--- src/rtl/maxfinder_loader.sv ---
// Streams words into the maxfinder memory at addresses 0..MAX_ADDR, pulses start,
// then blocks further loads until the finder reports completion.
module maxfinder_loader #(
  parameter int DATA_W   = 8,
  parameter int ADDR_W   = 4,
  parameter int MAX_ADDR = 15
) (
  input  logic              i_clk,
  input  logic              i_rst_n,
  input  logic              i_load,
  input  logic              i_abort,
  input  logic              i_in_valid,
  input  logic [DATA_W-1:0] i_in_data,
  output logic              o_in_ready,
  output logic              o_mem_we,
  output logic [ADDR_W-1:0] o_mem_addr,
  output logic [DATA_W-1:0] o_mem_wdata,
  output logic              o_start,
  input  logic              i_finder_done,
  output logic              o_busy,
  output logic [ADDR_W:0]   o_words_loaded
);

  typedef enum logic [1:0] {S_IDLE, S_LOAD, S_START, S_RUN} state_t;

  state_t            r_state, w_state_nxt;
  logic [ADDR_W-1:0] r_wr_addr, w_wr_addr_nxt;
  logic [ADDR_W:0]   r_words_loaded, w_words_loaded_nxt;
  logic              w_accept;
  logic              w_last;

  always_ff @(posedge i_clk or negedge i_rst_n) begin
    if (!i_rst_n) begin
      r_state        <= S_IDLE;
      r_wr_addr      <= '0;
      r_words_loaded <= '0;
    end else begin
      r_state        <= w_state_nxt;
      r_wr_addr      <= w_wr_addr_nxt;
      r_words_loaded <= w_words_loaded_nxt;
    end
  end

  // Abort beats a simultaneous transfer: the word is dropped, not written.
  assign w_accept = (r_state == S_LOAD) && i_in_valid && !i_abort;
  assign w_last   = (r_wr_addr == ADDR_W'(MAX_ADDR));

  always_comb begin
    w_state_nxt        = r_state;
    w_wr_addr_nxt      = r_wr_addr;
    w_words_loaded_nxt = r_words_loaded;
    o_in_ready         = 1'b0;
    o_start            = 1'b0;
    o_busy             = (r_state != S_IDLE);
    case (r_state)
      S_IDLE: begin
        if (i_load) begin
          w_state_nxt        = S_LOAD;
          w_wr_addr_nxt      = '0;
          w_words_loaded_nxt = '0;
        end
      end
      S_LOAD: begin
        o_in_ready = 1'b1;
        if (i_abort) begin
          w_state_nxt = S_IDLE;
        end else if (w_accept) begin
          w_words_loaded_nxt = r_words_loaded + 1'b1;
          if (w_last) w_state_nxt   = S_START;
          else        w_wr_addr_nxt = r_wr_addr + 1'b1;
        end
      end
      S_START: begin
        o_start     = 1'b1;
        w_state_nxt = S_RUN;
      end
      S_RUN: begin
        if (i_finder_done) w_state_nxt = S_IDLE;
      end
      default: w_state_nxt = S_IDLE;
    endcase
  end

  assign o_mem_we       = w_accept;
  assign o_mem_addr     = r_wr_addr;
  assign o_mem_wdata    = i_in_data;
  assign o_words_loaded = r_words_loaded;

endmodule

--- config.mk ---
export PLATFORM = sky130hd
export DESIGN_NAME = maxfinder_loader
export DESIGN_NICKNAME = d
export VERILOG_FILES = /design/src/rtl/maxfinder_loader.sv
export SDC_FILE = /design/constraint.sdc
export NUM_CORES = 1
export LEC_CHECK = 0
export ABC_AREA = 1
export CORE_MARGIN = 2
export CORE_UTILIZATION = 35
export DETAILED_ROUTE_END_ITERATION = 10
export PLACE_DENSITY = 0.83
export SLEW_MARGIN = 20
export SYNTH_ARGS = -nofsm -noshare
export SYNTH_HDL_FRONTEND = slang
export SYNTH_SLANG_ARGS = --single-unit
--- constraint.sdc ---
create_clock -name i_clk -period 1.5 [get_ports i_clk]
set_clock_uncertainty 0.2 [all_clocks]
set_input_delay 0.15 -clock i_clk [delete_from_list [all_inputs] [get_ports i_clk]]
set_output_delay 0.15 -clock i_clk [all_outputs]
set_load 0.01 [all_outputs]
==> qor.txt <==
Total gr overflow - 0
Top sig layer - met4
Leakage - 0.5714 nW
CTS tree - yes
Number of remaining DRC errors - 0
Cell variety after synth - 19
Final period utilization - 99.01%
Setup ws final - 14.88 ps
Multiplexer share of the synthesized area - 0%
Share of cells above drive strength 1 - 37.60%
Final setup viols - 0
WS Path Type - reg -> out
Max incr delay on CP - 390 ps
Number of hold-slack violations in the final timing report - 0
Clock network fraction of design power - 12.1%
Gp weighted congestion - 0.8021
Syn Inst Count - 93
Place WS - -321.1 ps
WL per Instance - 11.56 um
Ys Warns - 0
FF+latch count, synth - 11
Antenna violations before repair - 0
Iter 0 DRT Violations - 3
Worst-path cell chain - inv_2, nand2_4, nor3_4, buf_2
P&R area growth vs syn - 48.78%
Final cell utilization of the core - 55.03%
Cell Area, Synth - 718.2 um2
CP max FO - 4
Final min period - 1485 ps
Clock tree buffer depth - 2
Max Cap Viol - 0
CTS HTree Levels - 1
Antenna-violating nets left - 0
Largest family of logic cells by synthesized area - simple AND/OR/NAND/NOR gates
Slew headroom - 65.15%
Adder-Cell Fraction of Synth Area - 3.484%
Comb pwr share - 62.3%
Die span in y - 49.30 um
Later-pin clock latency in the skew report - 280 ps
Async SR Flop Fraction - 100.0%
Vias per cell - 4.579
Mean post-synth cell area - 7.722 um2
Compound-Gate Fraction of Synth Area - 2.091%
Root Buffer - clkbuf_4
Via count - 696
Io pins - 35
M1 WL - 704 um
Switching share of power - 42.38%
Met3 WL - 76 um
Clock transition at path regs - 80 ps
Die ar. - 2430 um2
Most area-consuming cells after synthesis - dfrtp_1, nand2_1, buf_4
Predominant post-synthesis flop cell - dfrtp_1
Setup_tns - 0 ps
Seq pwr share - 25.6%
Worst setup EP type - output port
Top-area cell type share of the netlist area - 38.33%
CP Data Required Time - 1150 ps
Status - complete, no violations
VDD IR max - 0.0006557 V
RSZ-0062 raised after global routing - yes
Synth Area in Simple Gates - 38.85%
CTS Buf Count - 3
Switching power total - 0.0007532 W
N_diodes - 0
Worst slew pin tran - 521.2 ps
Top cell types by occurrence after synthesis - nand2_1, dfrtp_1, nand3_1, nor2_1, buf_4
Via count of the first global-routing pass - 725
Die Wd - 49.30 um
First drt pass iteration count - 4
Final net count - 142
Yosys top cell by area - dfrtp_1
Pwr Density - 1663 nW/um2
Register area share after synthesis - 38.33%
Final wirelength - 1.757 mm
Core ar. - 1942 um2
Initial Utilization - 36.98%
Hold WC Path Type - in -> async
Rows - 16
Synth Net Count - 109
Global-route wire length before repair - 3.015 mm
CP Launch Type - flip-flop
Port Buffers - 18
Cell Count, Final, Fillers Out - 152
Critical path arrival - 1140 ps
CP bufs+invs - 2
Fin. max-slew vios - 0
Final HPWL DP - 1.216 mm
Inst Count DP - 140
Met2 WL - 905 um
Largest net degree at the start of global routing - 12
Post-Synth XOR/XNOR Area - 3.659%
Clock Sinks - 11
Top-count cell post-synth - nand2_1
Crit-path slowest cell - dfrtp_1
EDFF count, synth - 0
Min Hold Slack - 4.060 ps
CP delay by family, top - flip-flops
Internal power - 0.001024 W
Achievable Freq - 673.3 MHz
GRT Util Overall - 16.41%
## power by group through the flow
stage	clock (W)	sequential (W)	combinational, W
3_5_place_dp	0	0.000494	0.000891
6_report	0.000215	0.000455	0.00111
4_1_cts	0.000219	0.000455	0.000992
5_1_grt	0.000234	0.000471	0.00122
3_3_place_gp	0	0.000489	0.000862
2_1_floorplan	0	0.000516	0.000443
## cell families after synthesis
logic type / Yosys count
AOI/OAI and AO/OA: 3
xor gates and xnor gates: 3
adders and majority gates: 2
buffers and inverters: 18
DFF: 11
and+or+nand+nor: 56
## final cells by class
class / instances / area [um2]
tap: 27 / 33.78
timing repair buffer: 36 / 287.8
sequential: 11 / 276.5
inverter: 10 / 37.54
multi-input combinational: 64 / 406.6
clock buffer: 4 / 26.28
fill: 185 / 873.3
## through the flow
step                cell area (um2)  total power, W
finish                         1069        0.001777
global route                   1069        0.001926
CTS                            1013        0.001666
detailed placement            947.2        0.001385
global placement              947.2        0.001351
floorplan                     718.2       0.0009592
## repair_timing
action,in CTS,in global routing
hold endpoints to repair,0,0
setup buffers,6,2
hold buffers,0,0
setup endpoints to repair,16,12
pin swaps,1,2
gates resized for setup,26,15
## placed cells by master, fill, tap and decap left out, drive strengths merged
cell	n
clkbuf	5
dlygate4sd2	9
inv	10
nor3	2
nand2	29
buf	21
ha	2
nor2	10
nand4	3
xor2	3
dfrtp	11
nand3	9
o21ai	3
clkdlybuf4s50	5
nand3b	1
and2	1
or2	1
## sequential cells by signal, summed over array words and instances, names as in the netlist, named ones only
name            flops
o_mem_addr          4
o_words_loaded      5
r_state             1
## final timing paths
path,cells after the start,to,slack [ps],from
max,4,o_mem_we,10,flip-flop
min,1,o_words_loaded[4],4,i_rst_n
max reg2reg,10,o_words_loaded[4],70,flip-flop
min reg2reg,2,o_words_loaded[4],330,o_words_loaded[4]
max in group asynchronous,1,r_state[0],710,i_rst_n
min in group i_clk,0,o_mem_wdata[4],100,i_in_data[4]
## layer usage
| layer | vias to the layer above | GRT usage, % |
|---|---|---|
| met5 | - | 0 |
| met4 | 0 | 12.38 |
| met3 | 6 | 3.988 |
| met2 | 14 | 27.48 |
| met1 | 325 | 17.69 |
| li1 | 351 | - |
Power figures use the tool's default switching activity.
